===== src/rtl/lin_pkg.sv =====
`default_nettype none
// ============================================================================
// Module      : lin_pkg
// Description : Shared definitions for the LIN command parser and the
//               per-channel lin_ctrl instances: command type codes, error
//               codes, packet word counts and the parser state encoding.
// Revision    : 1.0 - initial release
// ============================================================================
package lin_pkg;

  // Header type codes (header word [31:24])
  localparam logic [7:0] CMD_CFG = 8'h01;
  localparam logic [7:0] CMD_FRM = 8'h02;

  // Error codes reported on cmd_err_code
  localparam logic [1:0] ERR_NONE = 2'd0;
  localparam logic [1:0] ERR_TYPE = 2'd1;
  localparam logic [1:0] ERR_LEN  = 2'd2;
  localparam logic [1:0] ERR_CHAN = 2'd3;

  // Packet lengths in 32-bit words, header included
  localparam int CFG_WORDS = 2;
  localparam int FRM_WORDS = 4;

  typedef enum logic [2:0] {
    ST_HDR      = 3'd0,
    ST_CFG_W1   = 3'd1,
    ST_FRM_W1   = 3'd2,
    ST_FRM_DH   = 3'd3,
    ST_FRM_DL   = 3'd4,
    ST_WAIT_RDY = 3'd5,
    ST_ISSUE    = 3'd6,
    ST_DRAIN    = 3'd7
  } state_e;

endpackage : lin_pkg
`default_nettype wire


===== src/rtl/lin_cmd_fields.sv =====
`default_nettype none
// ============================================================================
// Module      : lin_cmd_fields
// Description : Combinational word-to-field slicer. All command field bit
//               positions live here and nowhere else.
// Ports       : hdr_i         header word (type, channel)
//               w1_i          payload word 1 (config fields / frame id+op)
//               dh_i, dl_i    frame data high / low words
//               *_o           sliced fields
// Revision    : 1.0 - initial release
// ============================================================================
module lin_cmd_fields
  import lin_pkg::*;
(
  input  logic [31:0] hdr_i,
  input  logic [31:0] w1_i,
  input  logic [31:0] dh_i,
  input  logic [31:0] dl_i,
  output logic [7:0]  type_o,
  output logic [7:0]  channel_o,
  output logic [23:0] baudrate_o,
  output logic        mode_o,
  output logic        parity_type_o,
  output logic        int_termin_o,
  output logic [5:0]  frame_id_o,
  output logic [1:0]  op_type_o,
  output logic [63:0] frame_data_o
);

  assign type_o        = hdr_i[31:24];
  assign channel_o     = hdr_i[23:16];

  assign baudrate_o    = w1_i[23:0];
  assign mode_o        = w1_i[24];
  assign parity_type_o = w1_i[25];
  assign int_termin_o  = w1_i[26];

  assign frame_id_o    = w1_i[5:0];
  assign op_type_o     = w1_i[9:8];
  assign frame_data_o  = {dh_i, dl_i};

  // Reserved bits carry no meaning in either packet format.
  logic w_unused_bits;
  assign w_unused_bits = ^{hdr_i[15:0], w1_i[31:27]};

endmodule : lin_cmd_fields
`default_nettype wire


===== src/rtl/lin_cmd_parse.sv =====
`default_nettype none
// ============================================================================
// Module      : lin_cmd_parse
// Description : Downlink command parser. Decodes AXI-Stream command packets
//               into configuration or frame requests and drives the shared
//               lin_config_* / lin_frame_* bus with a one-cycle strobe once
//               the addressed channel reports lin_ready. Malformed packets
//               are drained and flagged on cmd_err / cmd_err_code.
// Ports       : clk, rst                 clock, synchronous active-high reset
//               s_axis_*                 command stream slave
//               lin_ready                per-channel ready flags
//               lin_config_*, lin_mode,  configuration command outputs
//               lin_baudrate, ...
//               lin_frame_*, lin_op_type frame request outputs
//               cmd_err, cmd_err_code    error strobe and sticky code
// Revision    : 1.0 - initial release
// ============================================================================
module lin_cmd_parse
  import lin_pkg::*;
#(
  parameter int          CHANNEL_NUM = 4,
  parameter int unsigned RDY_TIMEOUT = 1000000
) (
  input  logic                   clk,
  input  logic                   rst,
  input  logic [31:0]            s_axis_tdata,
  input  logic                   s_axis_tvalid,
  input  logic                   s_axis_tlast,
  output logic                   s_axis_tready,
  input  logic [CHANNEL_NUM-1:0] lin_ready,
  output logic                   lin_config_vld,
  output logic [7:0]             lin_config_channel,
  output logic                   lin_mode,
  output logic [23:0]            lin_baudrate,
  output logic                   lin_parity_type,
  output logic                   lin_int_termin,
  output logic                   lin_frame_vld,
  output logic [1:0]             lin_op_type,
  output logic [5:0]             lin_frame_id,
  output logic [63:0]            lin_frame_data,
  output logic                   cmd_err,
  output logic [1:0]             cmd_err_code
);

  localparam logic [8:0]  c_CH_LIMIT = 9'(CHANNEL_NUM);
  localparam logic [31:0] c_TIMEOUT  = 32'(RDY_TIMEOUT);
  localparam bit          c_TO_EN    = (RDY_TIMEOUT != 0);
  localparam logic [2:0]  c_CFG_LAST = 3'(CFG_WORDS - 1);
  localparam logic [2:0]  c_FRM_LAST = 3'(FRM_WORDS - 1);
  localparam logic [23:0] c_BAUD_RST = 24'd50;

  state_e      state_q, state_d;
  logic        tready_q, tready_d;
  logic [31:0] w1_q, w1_d, dh_q, dh_d, dl_q, dl_d;
  logic [7:0]  ch_q, ch_d;
  logic        is_frm_q, is_frm_d;
  logic [2:0]  wcnt_q, wcnt_d;      // index of the next payload word
  logic [31:0] tocnt_q, tocnt_d;

  logic        cfg_vld_q, cfg_vld_d, frm_vld_q, frm_vld_d;
  logic        err_q, err_d;
  logic [1:0]  err_code_q, err_code_d;
  logic [7:0]  out_ch_q, out_ch_d;
  logic [23:0] baud_q, baud_d;
  logic        mode_q, mode_d, par_q, par_d, term_q, term_d;
  logic [1:0]  op_q, op_d;
  logic [5:0]  id_q, id_d;
  logic [63:0] data_q, data_d;

  logic [7:0]  w_hdr_type, w_hdr_channel;
  logic [23:0] w_baud;
  logic        w_mode, w_par, w_term;
  logic [5:0]  w_id;
  logic [1:0]  w_op;
  logic [63:0] w_data;

  // Header is sliced from the live stream; payload fields from the
  // captured words so the output registers load them at issue time.
  lin_cmd_fields u_fields (
    .hdr_i         (s_axis_tdata),
    .w1_i          (w1_q),
    .dh_i          (dh_q),
    .dl_i          (dl_q),
    .type_o        (w_hdr_type),
    .channel_o     (w_hdr_channel),
    .baudrate_o    (w_baud),
    .mode_o        (w_mode),
    .parity_type_o (w_par),
    .int_termin_o  (w_term),
    .frame_id_o    (w_id),
    .op_type_o     (w_op),
    .frame_data_o  (w_data)
  );

  logic        w_acc, w_exp_last, w_rdy;
  logic [31:0] w_tocnt_inc;

  assign w_acc       = s_axis_tvalid & tready_q;
  assign w_exp_last  = is_frm_q ? (wcnt_q == c_FRM_LAST) : (wcnt_q == c_CFG_LAST);
  assign w_tocnt_inc = (tocnt_q == 32'hFFFF_FFFF) ? tocnt_q : tocnt_q + 32'd1;

  // Ready of the addressed channel; the channel was range-checked in HDR.
  always_comb begin
    w_rdy = 1'b0;
    for (int n = 0; n < CHANNEL_NUM; n++) begin
      if (ch_q == 8'(n)) w_rdy = lin_ready[n];
    end
  end

  always_comb begin
    state_d    = state_q;
    w1_d       = w1_q;
    dh_d       = dh_q;
    dl_d       = dl_q;
    ch_d       = ch_q;
    is_frm_d   = is_frm_q;
    wcnt_d     = wcnt_q;
    tocnt_d    = tocnt_q;
    cfg_vld_d  = 1'b0;
    frm_vld_d  = 1'b0;
    err_d      = 1'b0;
    err_code_d = err_code_q;
    out_ch_d   = out_ch_q;
    baud_d     = baud_q;
    mode_d     = mode_q;
    par_d      = par_q;
    term_d     = term_q;
    op_d       = op_q;
    id_d       = id_q;
    data_d     = data_q;

    case (state_q)
      ST_HDR: begin
        if (w_acc) begin
          ch_d     = w_hdr_channel;
          is_frm_d = (w_hdr_type == CMD_FRM);
          wcnt_d   = 3'd1;
          // A rejected header that already ends its packet has nothing
          // left to drain, so it returns straight to HDR.
          if (w_hdr_type != CMD_CFG && w_hdr_type != CMD_FRM) begin
            err_d      = 1'b1;
            err_code_d = ERR_TYPE;
            state_d    = s_axis_tlast ? ST_HDR : ST_DRAIN;
          end else if ({1'b0, w_hdr_channel} >= c_CH_LIMIT) begin
            err_d      = 1'b1;
            err_code_d = ERR_CHAN;
            state_d    = s_axis_tlast ? ST_HDR : ST_DRAIN;
          end else if (s_axis_tlast) begin
            err_d      = 1'b1;
            err_code_d = ERR_LEN;
            state_d    = ST_HDR;
          end else begin
            state_d = (w_hdr_type == CMD_FRM) ? ST_FRM_W1 : ST_CFG_W1;
          end
        end
      end

      ST_CFG_W1, ST_FRM_W1, ST_FRM_DH, ST_FRM_DL: begin
        if (w_acc) begin
          wcnt_d = wcnt_q + 3'd1;
          if (state_q == ST_CFG_W1 || state_q == ST_FRM_W1) w1_d = s_axis_tdata;
          else if (state_q == ST_FRM_DH)                     dh_d = s_axis_tdata;
          else                                               dl_d = s_axis_tdata;

          if (s_axis_tlast) begin
            if (w_exp_last) begin
              state_d = ST_WAIT_RDY;
              tocnt_d = 32'd0;
            end else begin
              err_d      = 1'b1;
              err_code_d = ERR_LEN;
              state_d    = ST_HDR;
            end
          end else if (w_exp_last) begin
            err_d      = 1'b1;
            err_code_d = ERR_LEN;
            state_d    = ST_DRAIN;
          end else begin
            state_d = (state_q == ST_FRM_W1) ? ST_FRM_DH : ST_FRM_DL;
          end
        end
      end

      ST_WAIT_RDY: begin
        if (w_rdy) begin
          // Strobe and fields are registered together on entry to ISSUE.
          state_d  = ST_ISSUE;
          out_ch_d = ch_q;
          if (is_frm_q) begin
            frm_vld_d = 1'b1;
            op_d      = w_op;
            id_d      = w_id;
            data_d    = w_data;
          end else begin
            cfg_vld_d = 1'b1;
            baud_d    = w_baud;
            mode_d    = w_mode;
            par_d     = w_par;
            term_d    = w_term;
          end
        end else if (c_TO_EN && w_tocnt_inc >= c_TIMEOUT) begin
          err_d      = 1'b1;
          err_code_d = ERR_CHAN;
          state_d    = ST_HDR;
        end else begin
          tocnt_d = w_tocnt_inc;
        end
      end

      ST_ISSUE: state_d = ST_HDR;

      ST_DRAIN: begin
        if (w_acc && s_axis_tlast) state_d = ST_HDR;
      end

      default: state_d = ST_HDR;
    endcase

    tready_d = !(state_d == ST_WAIT_RDY || state_d == ST_ISSUE);
  end

  always_ff @(posedge clk) begin
    if (rst) begin
      state_q    <= ST_HDR;
      tready_q   <= 1'b0;
      w1_q       <= '0;
      dh_q       <= '0;
      dl_q       <= '0;
      ch_q       <= '0;
      is_frm_q   <= 1'b0;
      wcnt_q     <= '0;
      tocnt_q    <= '0;
      cfg_vld_q  <= 1'b0;
      frm_vld_q  <= 1'b0;
      err_q      <= 1'b0;
      err_code_q <= ERR_NONE;
      out_ch_q   <= '0;
      baud_q     <= c_BAUD_RST;
      mode_q     <= 1'b0;
      par_q      <= 1'b0;
      term_q     <= 1'b0;
      op_q       <= '0;
      id_q       <= '0;
      data_q     <= '0;
    end else begin
      state_q    <= state_d;
      tready_q   <= tready_d;
      w1_q       <= w1_d;
      dh_q       <= dh_d;
      dl_q       <= dl_d;
      ch_q       <= ch_d;
      is_frm_q   <= is_frm_d;
      wcnt_q     <= wcnt_d;
      tocnt_q    <= tocnt_d;
      cfg_vld_q  <= cfg_vld_d;
      frm_vld_q  <= frm_vld_d;
      err_q      <= err_d;
      err_code_q <= err_code_d;
      out_ch_q   <= out_ch_d;
      baud_q     <= baud_d;
      mode_q     <= mode_d;
      par_q      <= par_d;
      term_q     <= term_d;
      op_q       <= op_d;
      id_q       <= id_d;
      data_q     <= data_d;
    end
  end

  assign s_axis_tready      = tready_q;
  assign lin_config_vld     = cfg_vld_q;
  assign lin_frame_vld      = frm_vld_q;
  assign lin_config_channel = out_ch_q;
  assign lin_baudrate       = baud_q;
  assign lin_mode           = mode_q;
  assign lin_parity_type    = par_q;
  assign lin_int_termin     = term_q;
  assign lin_op_type        = op_q;
  assign lin_frame_id       = id_q;
  assign lin_frame_data     = data_q;
  assign cmd_err            = err_q;
  assign cmd_err_code       = err_code_q;

endmodule : lin_cmd_parse
`default_nettype wire


===== config.mk =====
export PLATFORM = sky130hd
export DESIGN_NAME = lin_cmd_parse
export DESIGN_NICKNAME = d
export VERILOG_FILES = /design/src/rtl/lin_pkg.sv /design/src/rtl/lin_cmd_fields.sv /design/src/rtl/lin_cmd_parse.sv
export SDC_FILE = /design/constraint.sdc
export NUM_CORES = 1
export LEC_CHECK = 0
export ABC_AREA = 1
export CORE_MARGIN = 1
export CORE_UTILIZATION = 54
export DETAILED_ROUTE_END_ITERATION = 10
export PLACE_DENSITY = 0.8
export SLEW_MARGIN = 20
export SYNTH_ARGS = -nofsm -noshare
export SYNTH_HDL_FRONTEND = slang
export SYNTH_SLANG_ARGS = --single-unit

===== constraint.sdc =====
create_clock -name clk -period 3.4 [get_ports clk]
set_clock_uncertainty 0.05 [all_clocks]
set_input_delay 0.34 -clock clk [delete_from_list [all_inputs] [get_ports clk]]
set_output_delay 0.34 -clock clk [all_outputs]
set_load 0.05 [all_outputs]

# Word-level counts from Yosys, hierarchy flattened
# Index checks and enable logic that the tools add are counted.
dict set report totals {
  reg_bits 251
  input_bits 40
  elab_cells 135
}
dict set report classes {
  add_sub_neg 2
  order_cmp 2
  eq_ne 28
  n_mux 54
  n_bitwise 6
  reduce_logical 22
}
# op n
set op_table {}
lappend op_table {{two-way mux 32 bit} 6}
lappend op_table {{case mux 32 bit (2 select lines)} 1}
lappend op_table {{two-way mux 3 bit} 14}
lappend op_table {{adder 32 x 1 -> 32 bit, second input constant} 1}
lappend op_table {{equality test 32 bit, second input constant} 1}
lappend op_table {{greater-or-equal comparator 32 x 20 -> 1 bit, second input constant} 1}
lappend op_table {{equality test 8 x 2 -> 1 bit, second input constant} 3}
lappend op_table {{two-way mux 2 bit} 12}
lappend op_table {{equality test 3 bit, second input constant} 6}
lappend op_table {{two-way mux 1 bit} 17}
lappend op_table {{case mux 3 bit (5 select lines)} 1}
lappend op_table {{inequality test 2 bit, second input constant} 7}
lappend op_table {{AND reduction 3 bit} 4}
lappend op_table {{equality test 3 x 2 -> 1 bit, second input constant} 3}
lappend op_table {{equality test 8 x 1 -> 1 bit, second input constant} 1}
lappend op_table {{greater-or-equal comparator 8 x 3 -> 1 bit, second input constant} 1}
lappend op_table {{logical NOT 8 bit} 1}
lappend op_table {{inequality test 8 x 1 -> 1 bit, second input constant} 1}
lappend op_table {{inequality test 8 x 2 -> 1 bit, second input constant} 1}
lappend op_table {{AND reduction 4 bit} 2}
lappend op_table {{AND reduction 8 bit} 1}
lappend op_table {{equality test 3 x 1 -> 1 bit, second input constant} 2}
lappend op_table {{inequality test 3 bit, second input constant} 2}
lappend op_table {{case mux 2 bit (3 select lines)} 1}
lappend op_table {{16 further kinds} 24}

# Longest topological paths before layout
# Gate-level depths: netlist (run 1).
dict set report logic_depth {
  word_depth 10
  ltp_mapped 19
  depth_no_buf 19
}

# Modules after synthesis
# A second synthesis (run 1) with hierarchy kept.
dict set report unflattened {
  hier_cells 1623
  area_unflattened_um2 11617.4
}
# mod instances cells_each area_per_inst_um2
set by_module_without_submodules {}
lappend by_module_without_submodules {lin_cmd_parse 1 1508 10754.1}
lappend by_module_without_submodules {lin_cmd_fields 1 115 863.3}

# Least setup slack after synthesis (run 1)
# OpenSTA, ideal clock, no wires.
dict set report synth_timing {
  kind {flip-flop to flip-flop}
  start {reg tocnt_q[1]}
  end {reg tocnt_q[10]}
  setup_time_ps 115
  arrival_time_ps 2190
  required_ps 3235
  slack_ps 1046
  stages_incl_launch_ff 18
  n_path_buf 2
  path_cell_list {dfxtp_1 > ha_1 > nand2_2 > nor2_8 > nand2_4 > nor2_8 > nand3_4 > buf_6 > nand2_1 > nor2_1 > nand2_1 > nor2_1 > nand3_2 > nand2_2 > a21boi_2 > buf_4 > nor2_1 > o21a_1}
}
dict set report synth_between {
  elab_chain_cells 5
}
# item line
set synth_rtl {}
lappend synth_rtl {{from (decl)} lin_cmd_parse.sv:58} ;# logic [31:0] tocnt_q, tocnt_d;
lappend synth_rtl {{from (signal assigned)} lin_cmd_parse.sv:254} ;# tocnt_q <= tocnt_d;
lappend synth_rtl {{adder 32 x 1 -> 32 bit or equality test 32 bit (tied branches)} lin_cmd_parse.sv:100} ;# assign w_tocnt_inc = (tocnt_q == 32'hFFFF_FFFF) ? tocnt_q : tocnt_q + 32'd1;
lappend synth_rtl {{two-way mux 32 bit *} lin_cmd_parse.sv:100}
lappend synth_rtl {{greater-or-equal comparator 32 x 20 -> 1 bit or two-way mux 32 bit (tied branches)} lin_cmd_parse.sv:201} ;# end else if (c_TO_EN && w_tocnt_inc >= c_TIMEOUT) begin
lappend synth_rtl {{inequality test 2 bit (no source line) or two-way mux 32 bit (tied branches)} n/a}
lappend synth_rtl {{AND reduction 6 bit (no source line) or case mux 32 bit (2 select lines) (tied branches)} n/a}
# Every way passes the cells marked *; elsewhere a longest branch is shown, timed or not. The select of a mux whose other input is x is not followed.
# A chain may end at the register's enable or synchronous reset.

# Worst setup path after layout (run 1)
dict set report layout_timing {
  start {reg tocnt_q[1]}
  end {reg tocnt_q[3]}
}
# The elaborated chain is that of the path after synthesis.

==> flow_metrics.env, run 1 <==
export IMPL_p_per_area_nw_per_um2=565
export IMPL_startpoint_type="flop"
export IMPL_ys_ff_latch=251
export IMPL_path_common_cell="nand2_1"
export IMPL_cts_tree="built"
export IMPL_required_ps=3830
export IMPL_worstHoldStart="lin_config_channel[2]"
export IMPL_synth_edff_count=0
export IMPL_cp_arrival_ps=3410
export IMPL_port_buffers=152
export IMPL_critPathBufInv=0
export IMPL_max_slew_margin_pct=29.2
export IMPL_overflow=0
export IMPL_clockBufferDepth=3
export IMPL_clk_pin_slew_ps=60
export IMPL_fin_nets=1577
export IMPL_path_cells="ha_1 -> nand2_2 -> nor2_8 -> nand2_4 -> nor2_8 -> nand3_4 -> nand2_1 -> nand2_1 -> nor2_1 -> nand3_1 -> nand2_1 -> nand3_2 -> nand2_2 -> nand2_1 -> nand2_2 -> nand2_1 -> a21oi_1"
export IMPL_maxSlewViolCount=0
export IMPL_synth_top_area_share_pct=49.3
export IMPL_rows=49
export IMPL_antenna_cells=0
export IMPL_grt_pass1_wl_um=46400
export IMPL_period_needed_ps=2980
export IMPL_most_common_layout_cells="nor2_1, dfxtp_1, o21ai_0"
export IMPL_synth_seq_area_share_pct=49.3
export IMPL_peakVddDrop_uv=517
export IMPL_wl_um=29000
export IMPL_fin_setup_tns_ps=0
export IMPL_cts_setup_buffers=0
export IMPL_ff2ff_path_depth=17
export IMPL_setup_viol_count_final=0
export IMPL_cts_resized=0
export IMPL_max_slew_worst_pin_slew_ps=1060
export IMPL_grt_start_max_net_pins=105
export IMPL_cts_sinks=251
export IMPL_max_stage_delay_ps=390
export IMPL_yosysUniqueCellTypes=40
export IMPL_htree_levels=1
export IMPL_p_leak_uw=0.00524
export IMPL_dieHeight_um=139
export IMPL_top_level_ports=153
export IMPL_reg2reg_slack_ps=420
export IMPL_via_per_inst=5.44
export IMPL_drt_iter0_markers=801
export IMPL_core_um2=18200
export IMPL_fmaxAchievable_ghz=0.335
export IMPL_track_usage_pct=29.7
export IMPL_place_gp_congestion=0.941
export IMPL_critPathSlowestCell="dfxtp_1"
export IMPL_drv_cap=0
export IMPL_whs_endpoint="lin_config_channel[2]"
export IMPL_cts_hold_buf=0
export IMPL_synth_area_um2=10200
export IMPL_status="finished clean"
export IMPL_min_period_over_period_pct=87.8
export IMPL_cp_end_kind="flop"
export IMPL_clk_insertion_delay_late_ps=550
export IMPL_antenna_found_initial=0
export IMPL_die_width_um=139
export IMPL_route_vias_total=9694
export IMPL_wl_per_cell_um=16.3
export IMPL_syn_to_final_growth_pct=25.1
export IMPL_synth_area_leaders="dfxtp_1, nor2_1, o21ai_0"
export IMPL_rr_startpoint="tocnt_q[1]"
export IMPL_yosys_area_top_type="dfxtp_1"
export IMPL_dieArea_um2=19400
export IMPL_path_class="flop to flop"
export IMPL_start_util_pct=56.0
export IMPL_dp_hpwl_um=19900
export IMPL_ys_warn_count=0
export IMPL_async_flop_share_pct=0
export IMPL_clk_root_buffer_cell="clkbuf_16"
export IMPL_layout_commonest_cell="nor2_1"
export IMPL_hold_class="flop to flop"
export IMPL_crit_fanout=37
export IMPL_cts_buffers=26
export IMPL_ant_nets=0
export IMPL_syn_num_nets=1450
export IMPL_drive_above_1_share_pct=6.05
export IMPL_grt_pass1_vias=9087
export IMPL_ys_flop_type="dfxtp_1"
export IMPL_avgSynthCellArea_um2=7.26
export IMPL_rsz0062_at_grt="false"
export IMPL_cp_top_family="simple AND/OR/NAND/NOR gates"
export IMPL_synth_cells=1406
export IMPL_r2r_end="tocnt_q[3]"
export IMPL_hold_path_cell_count=2
export IMPL_drc=0
export IMPL_holdWs_ps=388
export IMPL_hold_violations=0
export IMPL_first_pass_iters=5
[metrics by stage]
step | total power, uW | setup slack [ps] | instance area (um2) | util [%] | cells
after floorplan | 4010 | 1050 | 10200 | - | 1406
after global placement | 4330 | 408 | 11900 | 65.2 | 1734
after detailed placement | 4350 | 359 | 11900 | 65.2 | 1734
after CTS | 7220 | 452 | 12800 | 70.1 | 1782
after global routing | 7480 | 80.9 | 12800 | 70.1 | 1782
final | 7210 | 415 | 12800 | 70.1 | 1782
[state kept, by name, indices dropped and copies added, names as in the netlist, 6 cells and up]
| register | flops |
|---|---|
| tocnt_q | 32 |
| dl_q | 32 |
| lin_frame_data | 64 |
| lin_frame_id | 6 |
| ch_q | 8 |
| dh_q | 32 |
| w1_q | 27 |
| lin_config_channel | 8 |
| lin_baudrate | 24 |
[report_power, final]
part	switching (uW)	internal [uW]	leakage [uW]	total [uW]
Sequential	103	3110	0.00203	3210
Combinational	751	346	0.00278	1100
Clock	1240	1670	0.000439	2900
Total	2090	5120	0.00524	7210
[layer usage]
metal | vias to the layer above | part of all wire, % | GRT usage, % | wire length, um
met5 | - | 0 | 0 | 0
met4 | 0 | 5.0 | 13.8 | 1450
met3 | 88 | 7.3 | 6.19 | 2110
met2 | 334 | 47 | 49.4 | 13600
met1 | 4455 | 41 | 36.9 | 11900
li1 | 4817 | - | - | -
[layout make-up]
type	instances	area, um2
fill	1509	5450
multi-input combinational	979	4490
tap	229	287
clock buffer	33	717
sequential	251	5020
clock inverter	15	171
timing repair buffer	173	1690
inverter	102	385
[how the worst max path moves through the flow]
stage	start	to	slack [ps]	cells past startpoint
after floorplan	tocnt_q[1]	tocnt_q[10]	1050	17
after global placement	lin_ready[3]	lin_baudrate[3]	410	10
after detailed placement	lin_ready[3]	lin_baudrate[3]	360	10
after CTS	tocnt_q[1]	tocnt_q[12]	450	16
after global routing	tocnt_q[1]	tocnt_q[4]	80	15
final	tocnt_q[1]	tocnt_q[3]	420	17
[cells by family (layout without fill, tap and decap cells)]
group           Yosys count  count (layout)  synth area share [%]
buf+inv                 176             323                  6.84
fa+ha+maj                 4               4                 0.491
mux                       1               1                 0.110
flops                   251             251                  49.3
simple gates            630             630                  25.5
xor+xnor                  6               6                 0.515
compound gates          338             338                  17.2
[synthesized netlist by cell type (6+ instances only)]
| master | n |
|---|---|
| nor2_1 | 334 |
| dfxtp_1 | 251 |
| o21ai_0 | 207 |
| nand2_1 | 189 |
| a21oi_1 | 109 |
| inv_1 | 94 |
| clkbuf_1 | 60 |
| nand3_1 | 53 |
| nor3_1 | 19 |
| nand4_1 | 13 |
| buf_2 | 9 |
| o21a_1 | 7 |
| nor2_2 | 6 |
[tightest hold or removal path, stage by stage, from the launching register on]
cell and delay [ps]:
dfxtp_1 310, nand2_1 60, nor2_1 30
No activity file was read; power rests on OpenSTA's default activity.
==> run 2, diff against run 1 <==
--- a/config.mk
+++ b/config.mk
@@ -7,9 +7,9 @@
 export LEC_CHECK = 0
 export ABC_AREA = 1
 export CORE_MARGIN = 1
-export CORE_UTILIZATION = 54
+export CORE_UTILIZATION = 45
 export DETAILED_ROUTE_END_ITERATION = 10
-export PLACE_DENSITY = 0.8
+export PLACE_DENSITY = 0.68
 export SLEW_MARGIN = 20
 export SYNTH_ARGS = -nofsm -noshare
 export SYNTH_HDL_FRONTEND = slang
==> flow_metrics.env, run 2 (same netlist as run 1, synthesis figures left out) <==
export IMPL_status="finished with violations"
export IMPL_violations="design-rule violations"
export IMPL_max_slew_margin_pct=37.0
export IMPL_antenna_found_initial=0
export IMPL_period_needed_ps=2870
export IMPL_power_frac_comb_pct=15.3
export IMPL_max_slew_worst_pin_slew_ps=943
export IMPL_cts_hold_buf=0
export IMPL_largest_register_ffs=64
export IMPL_rows=54
export IMPL_swShare_pct=28.2
export IMPL_dieArea_um2=23300
export IMPL_overflow=0
export IMPL_clk_root_buffer_cell="clkbuf_16"
export IMPL_die_width_um=153
export IMPL_hold_class="flop to flop"
export IMPL_maxSlewViolCount=0
export IMPL_cts_setup_buffers=0
export IMPL_via_per_inst=5.20
export IMPL_first_pass_iters=10
export IMPL_layout_commonest_cell="nor2_1"
export IMPL_wl_um=28900
export IMPL_cp_end_kind="flop"
export IMPL_clk_insertion_delay_late_ps=540
export IMPL_core_um2=22000
export IMPL_cts_tree="built"
export IMPL_port_buffers=152
export IMPL_fin_nets=1577
export IMPL_cp_arrival_ps=3290
export IMPL_path_common_cell="nand2_1"
export IMPL_fin_setup_tns_ps=0
export IMPL_ant_nets=0
export IMPL_grt_start_max_net_pins=108
export IMPL_intPower_uw=5230
export IMPL_peakVddDrop_uv=318
export IMPL_fill_cells=2106
export IMPL_setup_viol_count_final=0
export IMPL_clockBufferDepth=3
export IMPL_cts_sinks=251
export IMPL_drc=2
export IMPL_p_per_area_nw_per_um2=566
export IMPL_required_ps=3820
export IMPL_path_class="flop to flop"
export IMPL_drt_iter0_markers=682
export IMPL_drv_cap=0
export IMPL_path_cells="ha_1 -> nand2_2 -> nor2_8 -> nand3_1 -> inv_1 -> nand2_1 -> nand2_1 -> nand4_1 -> nor2_1 -> nand2_1 -> nor2_2 -> nand3_1 -> inv_1 -> o2111ai_1 -> a21oi_1"
export IMPL_p_clk_share_pct=40.7
export IMPL_htree_levels=1
export IMPL_route_vias_total=9521
export IMPL_rsz0062_at_grt="false"
export IMPL_p_leak_uw=0.00525
export IMPL_finish_utilization_pct=58.4
export IMPL_start_util_pct=46.3
export IMPL_grt_pass1_wl_um=46500
export IMPL_track_usage_pct=24.6
export IMPL_most_common_layout_cells="nor2_1, dfxtp_1, o21ai_0"
export IMPL_wl_per_cell_um=15.8
export IMPL_critPathBufInv=2
export IMPL_cts_buffers=27
export IMPL_startpoint_type="flop"
export IMPL_crit_fanout=11
export IMPL_dp_hpwl_um=19800
export IMPL_antenna_cells=0
export IMPL_cts_resized=0
export IMPL_grt_pass1_vias=8912
export IMPL_syn_to_final_growth_pct=26.0
export IMPL_seqPwrFrac_pct=44.1
export IMPL_hold_violations=0
export IMPL_clk_pin_slew_ps=60
export IMPL_dieHeight_um=153
export IMPL_place_gp_congestion=0.934
export IMPL_min_period_over_period_pct=84.5
export IMPL_top_level_ports=153
export IMPL_fmaxAchievable_ghz=0.348
export IMPL_p_sw_uw=2050
export IMPL_max_stage_delay_ps=410
export IMPL_drive_above_1_share_pct=5.86
export IMPL_critPathSlowestCell="dfxtp_1"
export IMPL_cp_top_family="simple AND/OR/NAND/NOR gates"
## run 2: layer usage
layer | vias to the layer above | wire [um] | GRT usage [%]
met5 | - | 0 | 0
met4 | 0 | 565 | 5.53
met3 | 43 | 2250 | 6.11
met2 | 275 | 13700 | 42.6
met1 | 4376 | 12400 | 30.7
li1 | 4827 | - | -
## run 2: cell type report
type / instances / area [um2] / share of cell area [%]
Timing Repair Buffer: 172 / 1710 / 13.3
Tap cell: 280 / 350 / 2.73
Clock buffer: 38 / 777 / 6.04
Sequential cell: 251 / 5020 / 39.1
Clock inverter: 10 / 121 / 0.944
Multi-Input combinational cell: 979 / 4490 / 34.9
Inverter: 102 / 385 / 3.00
## run 2: worst min-delay path: stages, from the launching register on
cell and delay, ps:
dfxtp_1 310, nand2_1 60, nor2_1 30
## run 2: path summary, 6_finish.rpt
check	start	to	slack (ps)	cells after the start
setup / recovery	tocnt_q[1]	tocnt_q[4]	530	15
hold / removal	lin_config_channel[3]	lin_config_channel[3]	390	2
setup reg to reg	tocnt_q[1]	tocnt_q[4]	530	15
hold reg to reg	lin_config_channel[3]	lin_config_channel[3]	390	2
## run 2: metrics by stage
step | setup WS (ps) | hold slack (ps) | power, uW | cell area (um2) | std cells
after floorplan | 1050 | 380 | 4010 | 10200 | 1406
after global placement | 677 | 383 | 4370 | 12000 | 1784
after detailed placement | 568 | 380 | 4380 | 12000 | 1784
after CTS | 561 | 389 | 7340 | 12900 | 1832
after global routing | 216 | 413 | 7620 | 12900 | 1832
final | 528 | 386 | 7280 | 12900 | 1832
## run 2: power groups by stage
stage / registers, uW / clock network [uW] / logic (uW)
after global placement: 3270 / 0 / 1110
after global routing: 3230 / 3150 / 1250
after detailed placement: 3270 / 0 / 1110
after floorplan: 3330 / 0 / 681
final: 3210 / 2960 / 1110
after CTS: 3210 / 3010 / 1120
